--- config.mk ---
export PLATFORM = sky130hd
export DESIGN_NAME = regfile_wr_arbiter
export DESIGN_NICKNAME = d
export VERILOG_FILES = /design/src/rtl/regfile_wr_arbiter.sv
export SDC_FILE = /design/constraint.sdc
export NUM_CORES = 1
export LEC_CHECK = 0
export CAP_MARGIN = 20
export CELL_PAD_IN_SITES_DETAIL_PLACEMENT = 1
export CELL_PAD_IN_SITES_GLOBAL_PLACEMENT = 1
export CORE_MARGIN = 2
export CORE_UTILIZATION = 28
export CTS_BUF_LIST = sky130_fd_sc_hd__clkbuf_2 sky130_fd_sc_hd__clkbuf_4 sky130_fd_sc_hd__clkbuf_8
export DETAILED_ROUTE_END_ITERATION = 7
export PLACE_DENSITY_LB_ADDON = 0.1
export SLEW_MARGIN = 25
export SYNTH_ARGS = -nofsm -noshare
export SYNTH_HDL_FRONTEND = slang
export SYNTH_SLANG_ARGS = --single-unit
--- constraint.sdc ---
create_clock -name clk -period 5.5 [get_ports clk]
set_input_delay 1.1 -clock clk [delete_from_list [all_inputs] [get_ports clk]]
set_output_delay 1.1 -clock clk [all_outputs]
set_load 0.05 [all_outputs]
--- src/rtl/regfile_wr_arbiter.sv ---
// Round-robin arbiter sharing the single register-file write port among NREQ writeback sources.
// Optional REGWR_ZERO_DISCARD_EN: grants targeting address 0 are acknowledged but never written.
module regfile_wr_arbiter #(
   parameter int NREQ = 3,
   parameter int AW   = 5,
   parameter int DW   = 64
) (
   input  logic                 clk,
   input  logic                 reset,
   input  logic                 hold,
   input  logic [NREQ-1:0]      req,
   input  logic [NREQ*AW-1:0]   reqAddr,
   input  logic [NREQ*DW-1:0]   reqData,
   output logic [NREQ-1:0]      ack,
   output logic                 write,
   output logic [AW-1:0]        wrAddr,
   output logic [DW-1:0]        wrData,
   output logic [2:0]           grantId
);

   localparam int              PW       = (NREQ > 1) ? $clog2(NREQ) : 1;
   localparam logic [PW:0]     NREQ_EXT = (PW+1)'(NREQ);
   localparam logic [PW-1:0]   LAST_IDX = PW'(NREQ - 1);

   logic [PW-1:0] ptrR;
   logic [PW-1:0] winS;
   logic          foundS;
   logic          hitS;
   logic [PW:0]   candS;
   logic [AW-1:0] selAddrS;
   logic [DW-1:0] selDataS;
   logic          writeEnS;

   function automatic logic [PW-1:0] advancePtr(input logic [PW-1:0] w);
      if (w == LAST_IDX) begin
         return {PW{1'b0}};
      end else begin
         return w + PW'(1);
      end
   endfunction

   // Round-robin search starting at ptrR; reset and hold suppress every grant.
   always_comb begin
      foundS = 1'b0;
      hitS   = 1'b0;
      winS   = {PW{1'b0}};
      candS  = {(PW+1){1'b0}};
      if (reset || hold) begin
         foundS = 1'b0;
      end else begin
         for (int k = 0; k < NREQ; k++) begin
            candS  = {1'b0, ptrR} + (PW+1)'(k);
            candS  = (candS >= NREQ_EXT) ? (candS - NREQ_EXT) : candS;
            hitS   = ~foundS & req[candS[PW-1:0]];
            winS   = hitS ? candS[PW-1:0] : winS;
            foundS = foundS | hitS;
         end
      end
   end

   // One-hot acknowledge for the winner.
   always_comb begin
      ack = {NREQ{1'b0}};
      if (foundS) begin
         ack = NREQ'(1) << winS;
      end else begin
         ack = {NREQ{1'b0}};
      end
   end

   // AND-OR mux of the winner's address and data, keyed by the one-hot ack.
   always_comb begin
      selAddrS = {AW{1'b0}};
      selDataS = {DW{1'b0}};
      for (int i = 0; i < NREQ; i++) begin
         selAddrS = selAddrS | ({AW{ack[i]}} & reqAddr[i*AW +: AW]);
         selDataS = selDataS | ({DW{ack[i]}} & reqData[i*DW +: DW]);
      end
   end

`ifdef REGWR_ZERO_DISCARD_EN
   assign writeEnS = foundS && (selAddrS != {AW{1'b0}});
`else
   assign writeEnS = foundS;
`endif

   // Register-file write port and round-robin pointer.
   always_ff @(posedge clk) begin
      if (reset) begin
         write   <= 1'b0;
         wrAddr  <= {AW{1'b0}};
         wrData  <= {DW{1'b0}};
         grantId <= 3'd0;
         ptrR    <= {PW{1'b0}};
      end else begin
         write <= writeEnS;
         if (writeEnS) begin
            wrAddr  <= selAddrS;
            wrData  <= selDataS;
            grantId <= 3'(winS);
         end
         // A discarded address-0 grant still advances the pointer.
         if (foundS) begin
            ptrR <= advancePtr(winS);
         end
      end
   end

endmodule
==> results of run 1 <==
flip-flops by register name (all words and copies together) (netlist names):
signal	cells
wrData	64
write	1
ptrR	2
grantId	2
wrAddr	5
area by class of cell:
class	instances	share of cell area (%)
clock buffers	11	1.950
flip-flops and latches	74	19.90
multi-input cells	318	34.37
repair buffers	296	39.43
clock inverters	5	1.042
well taps	188	3.160
inverters	3	0.1513
worst register-to-register path: stages (launching register included):
cell,delay [ns]
sky130_fd_sc_hd__dfxtp_1,0.35
sky130_fd_sc_hd__inv_1,0.09
sky130_fd_sc_hd__ha_1,0.29
sky130_fd_sc_hd__mux2i_1,0.29
sky130_fd_sc_hd__o221ai_1,0.21
sky130_fd_sc_hd__o31ai_1,0.47
sky130_fd_sc_hd__and2_4,0.24
sky130_fd_sc_hd__buf_4,0.49
sky130_fd_sc_hd__buf_4,0.66
sky130_fd_sc_hd__a221oi_2,0.15
sky130_fd_sc_hd__a22oi_1,0.24
through the flow:
| stage | area, um2 | instances | utilization, % | power (mW) |
|---|---|---|---|---|
| 2_1_floorplan | 4322 | 444 | - | 1.233 |
| 3_3_place_gp | 7222 | 879 | 47.68 | 1.615 |
| 3_5_place_dp | 7222 | 879 | 47.68 | 1.638 |
| 4_1_cts | 7445 | 895 | 49.15 | 2.139 |
| 5_1_grt | 7445 | 895 | 49.15 | 2.219 |
| 6_report | 7445 | 895 | 49.15 | 2.112 |
how the worst max path moves through the flow:
stage	startpoint	endpoint	slack, ns	cells past startpoint
3_5_place_dp	req[1]	ack[0]	0.70	7
2_1_floorplan	req[2]	ack[0]	0.95	7
5_1_grt	req[2]	ack[0]	0.55	7
4_1_cts	req[1]	ack[0]	0.67	7
6_report	req[1]	ack[0]	0.66	7
3_3_place_gp	req[1]	ack[0]	0.79	7
placed cells by master (no fill, tap or decap), types with 3 or more instances in the layout:
cell type	count
sky130_fd_sc_hd__clkdlybuf4s50_1	286
sky130_fd_sc_hd__clkbuf_8	10
sky130_fd_sc_hd__dfxtp_1	74
sky130_fd_sc_hd__ha_1	4
sky130_fd_sc_hd__nand2b_1	72
sky130_fd_sc_hd__buf_4	9
sky130_fd_sc_hd__nand2_1	71
sky130_fd_sc_hd__inv_1	3
sky130_fd_sc_hd__mux2i_1	4
sky130_fd_sc_hd__a221oi_2	66
sky130_fd_sc_hd__nor2_1	5
sky130_fd_sc_hd__a221oi_1	3
sky130_fd_sc_hd__a22oi_1	69
power groups by stage:
| stage | clock, mW | combinational, mW | sequential, mW |
|---|---|---|---|
| after floorplan | 0 | 0.279 | 0.954 |
| after global placement | 0 | 0.945 | 0.670 |
| after detailed placement | 0 | 0.960 | 0.678 |
| after CTS | 0.507 | 0.965 | 0.666 |
| after global routing | 0.533 | 1.01 | 0.675 |
| final | 0.491 | 0.956 | 0.664 |
cells by family after synthesis:
kind of cell | after synthesis
AOI/OAI and AO/OA | 153
adders and majority gates | 4
buffers and inverters | 52
DFF | 74
muxes | 5
other | 1
and+or+nand+nor | 155
Yosys cell counts, types with 2 or more instances:
master and number:
sky130_fd_sc_hd__buf_2 13, sky130_fd_sc_hd__inv_1 3, sky130_fd_sc_hd__a221oi_1 3, sky130_fd_sc_hd__buf_4 4
sky130_fd_sc_hd__clkbuf_1 16, sky130_fd_sc_hd__buf_1 6, sky130_fd_sc_hd__ha_1 4, sky130_fd_sc_hd__buf_6 8
sky130_fd_sc_hd__and2_1 2, sky130_fd_sc_hd__a221oi_2 66, sky130_fd_sc_hd__dfxtp_1 74, sky130_fd_sc_hd__nor2_1 5
sky130_fd_sc_hd__a21oi_1 2, sky130_fd_sc_hd__clkbuf_4 2, sky130_fd_sc_hd__a21o_1 3, sky130_fd_sc_hd__nand2b_1 72
sky130_fd_sc_hd__nand2_1 71, sky130_fd_sc_hd__nand3b_1 2, sky130_fd_sc_hd__a22oi_1 69, sky130_fd_sc_hd__mux2i_1 4
metal layers:
metal | GRT usage (%) | share of wire (%) | wire length, um | vias up
met3 | 7.513 | 9.5 | 1716 | 22
met4 | 7.111 | 2.2 | 402 | 0
li1 | - | - | - | 2187
met5 | 0 | 0 | 0 | -
met2 | 37.61 | 49 | 8886 | 212
met1 | 23.51 | 39 | 7105 | 2194
==> out/results.ini, run 1 <==
[yosys]
synthFlopType = sky130_fd_sc_hd__dfxtp_1
synth-compound-area-share_pct = 38.42
ys_seq_elements = 74
postSynthCellCount = 444
synthDistinctLibCells = 35
muxShareOfSynthArea_pct = 1.187
ys_top_cells_by_area = sky130_fd_sc_hd__dfxtp_1 34%, sky130_fd_sc_hd__a221oi_2 23%, sky130_fd_sc_hd__a22oi_1 12%
synth_top_family_by_area = compound AO/OA/AOI/OAI gates
syn-cell-area_um2 = 4322
post-synth-top-area-cell = sky130_fd_sc_hd__dfxtp_1
synth_edf_count = 0
synth_top_cell_area_share_pct = 34.28
post_synth_and_or_nand_nor_area_fraction_pct = 18.07
synthArstFlopShare_pct = 0
synth.yosys.seq_area_share_pct = 34.28
synth_nets = 661
synth_xor_area_share_pct = 0
post_synth.cell_area_avg_um2 = 9.733
synthesis.yosys.warnings = 0
synth-adder-area-share_pct = 1.158

[global_route]
grt_remaining_overflow = 0
grt_start_max_net_pins = 74
grt_util_all_layers_pct = 21.20
grt_pass1_vias = 4884
wire_length_of_the_first_global_routing_pass_um = 26940
grt_antenna_before_repair = 0

[detailed_routing]
drtIter0Drc = 128
antenna_left = 0
via_density = 5.156
drt_pass1_iterations = 4
wl_per_cell_um = 20.24
routed_wirelength_um = 18110
dr_total_vias = 4615
detail_route.drc_violations = 0

[min_path]
worstHoldPathType = reg -> reg
worst_hold_path.num_cells = 2
min_from = wrData[46]$_SDFFE_PP0N_
worstHoldEndpoint = wrData[46]$_SDFFE_PP0N_

[die]
dieArea_um2 = 16440
start_util_pct = 28.53
boundaryPins = 289
core_area_um2 = 15150
floorplan.die.width_um = 128.2
die_h_um = 128.2
floorplan.rows = 45

[sta]
post-route-period-util_pct = 88.04
timing.slew.headroom_pct = 34.14
slew_viol_final = 0
holdWs_ns = 0.4797
endpoints_failing_hold = 0
tightestPinTransition_ns = 0.9879
fin_ws_ns = 0.6579
fmax_mhz = 206.5
grt_setup_unrepaired = false
worst_clock_skew_ns = 0.006923
timing.final.crit_period_ns = 4.842
finalSetupTns_ns = 0
setup_violations = 0

[final_layout]
nNetsFinal = 919
layout-drive-gt1-share_pct = 14.00
area_growth_synth_to_finish_pct = 72.26
n_fill_cell = 1697
n_antenna_cell = 0
regArea_um2 = 1481
multi_input_area_um2 = 2559

[clock_tree]
cts_made_buffers = 9
cts.sink_count = 74
clock-root-buffer = sky130_fd_sc_hd__clkbuf_8
holdBufCountCts = 0
cts-htree-levels = 3
clk_latency_ns = 0.36
cts_tree = built
worst_setup_hold_path_clk_slew_ns = 0.08
postCtsSetupBuffers = 0
ctsLongestPathBuffers = 2
cts_resized = 0

[critical_path]
startpoint_type = input pin
cp_num_buf_inv = 2
critical_path.reg2reg.endpoint = wrData[49]$_SDFFE_PP0N_
worst_setup_path_end_kind = output pin
reg2reg_slack_ns = 1.92
criticalPathCategory = in -> out
worst-path-max-fanout = 5
worst_path_arrival_time_ns = 3.74
critPathMaxStageDelay_ns = 0.86
critPathTopFamily = buffers and inverters
timing.critical_path.mode_cell = sky130_fd_sc_hd__clkdlybuf4s50_1
crit_path_cell_trace = clkdlybuf4s50_1 > mux2i_1 > mux2_2 > o41a_1 > and2_4 > nor3_1 > clkdlybuf4s50_1
timing.rr.start = ptrR[1]$_SDFFE_PP0N_
timing.reg2reg.worst_path_depth = 10
timing.critical_path.required_ns = 4.40
crit_slowest_cell = sky130_fd_sc_hd__clkdlybuf4s50_1

[run]
maxCapViolations = 0

[placement]
preCtsSetupSlack_ns = 0.6978
place_congestion = 0.7846
port_buffers = 287
dp.final_hpwl_um = 13250

[power_and_ir_drop]
switching_share_pct = 39.44
pwr-share-clk_pct = 23.3
switchingPower_mw = 0.8328
seq_power_share_pct = 31.5
vdd_ir_drop_max_mv = 0.1193
power-per-cell-area_nw_per_um2 = 283.6
cellInternalPower_mw = 1.279
static_leak_nw = 3.167
comb_power_share_pct = 45.3

[status]
status = finished clean

Power figures use the tool's default switching activity.
==> run 2: changes to the inputs <==
- CAP_MARGIN: 20 -> 0
==> results of run 2 <==
Same layout as run 1: the final DEF is identical, and so are final timing and power.
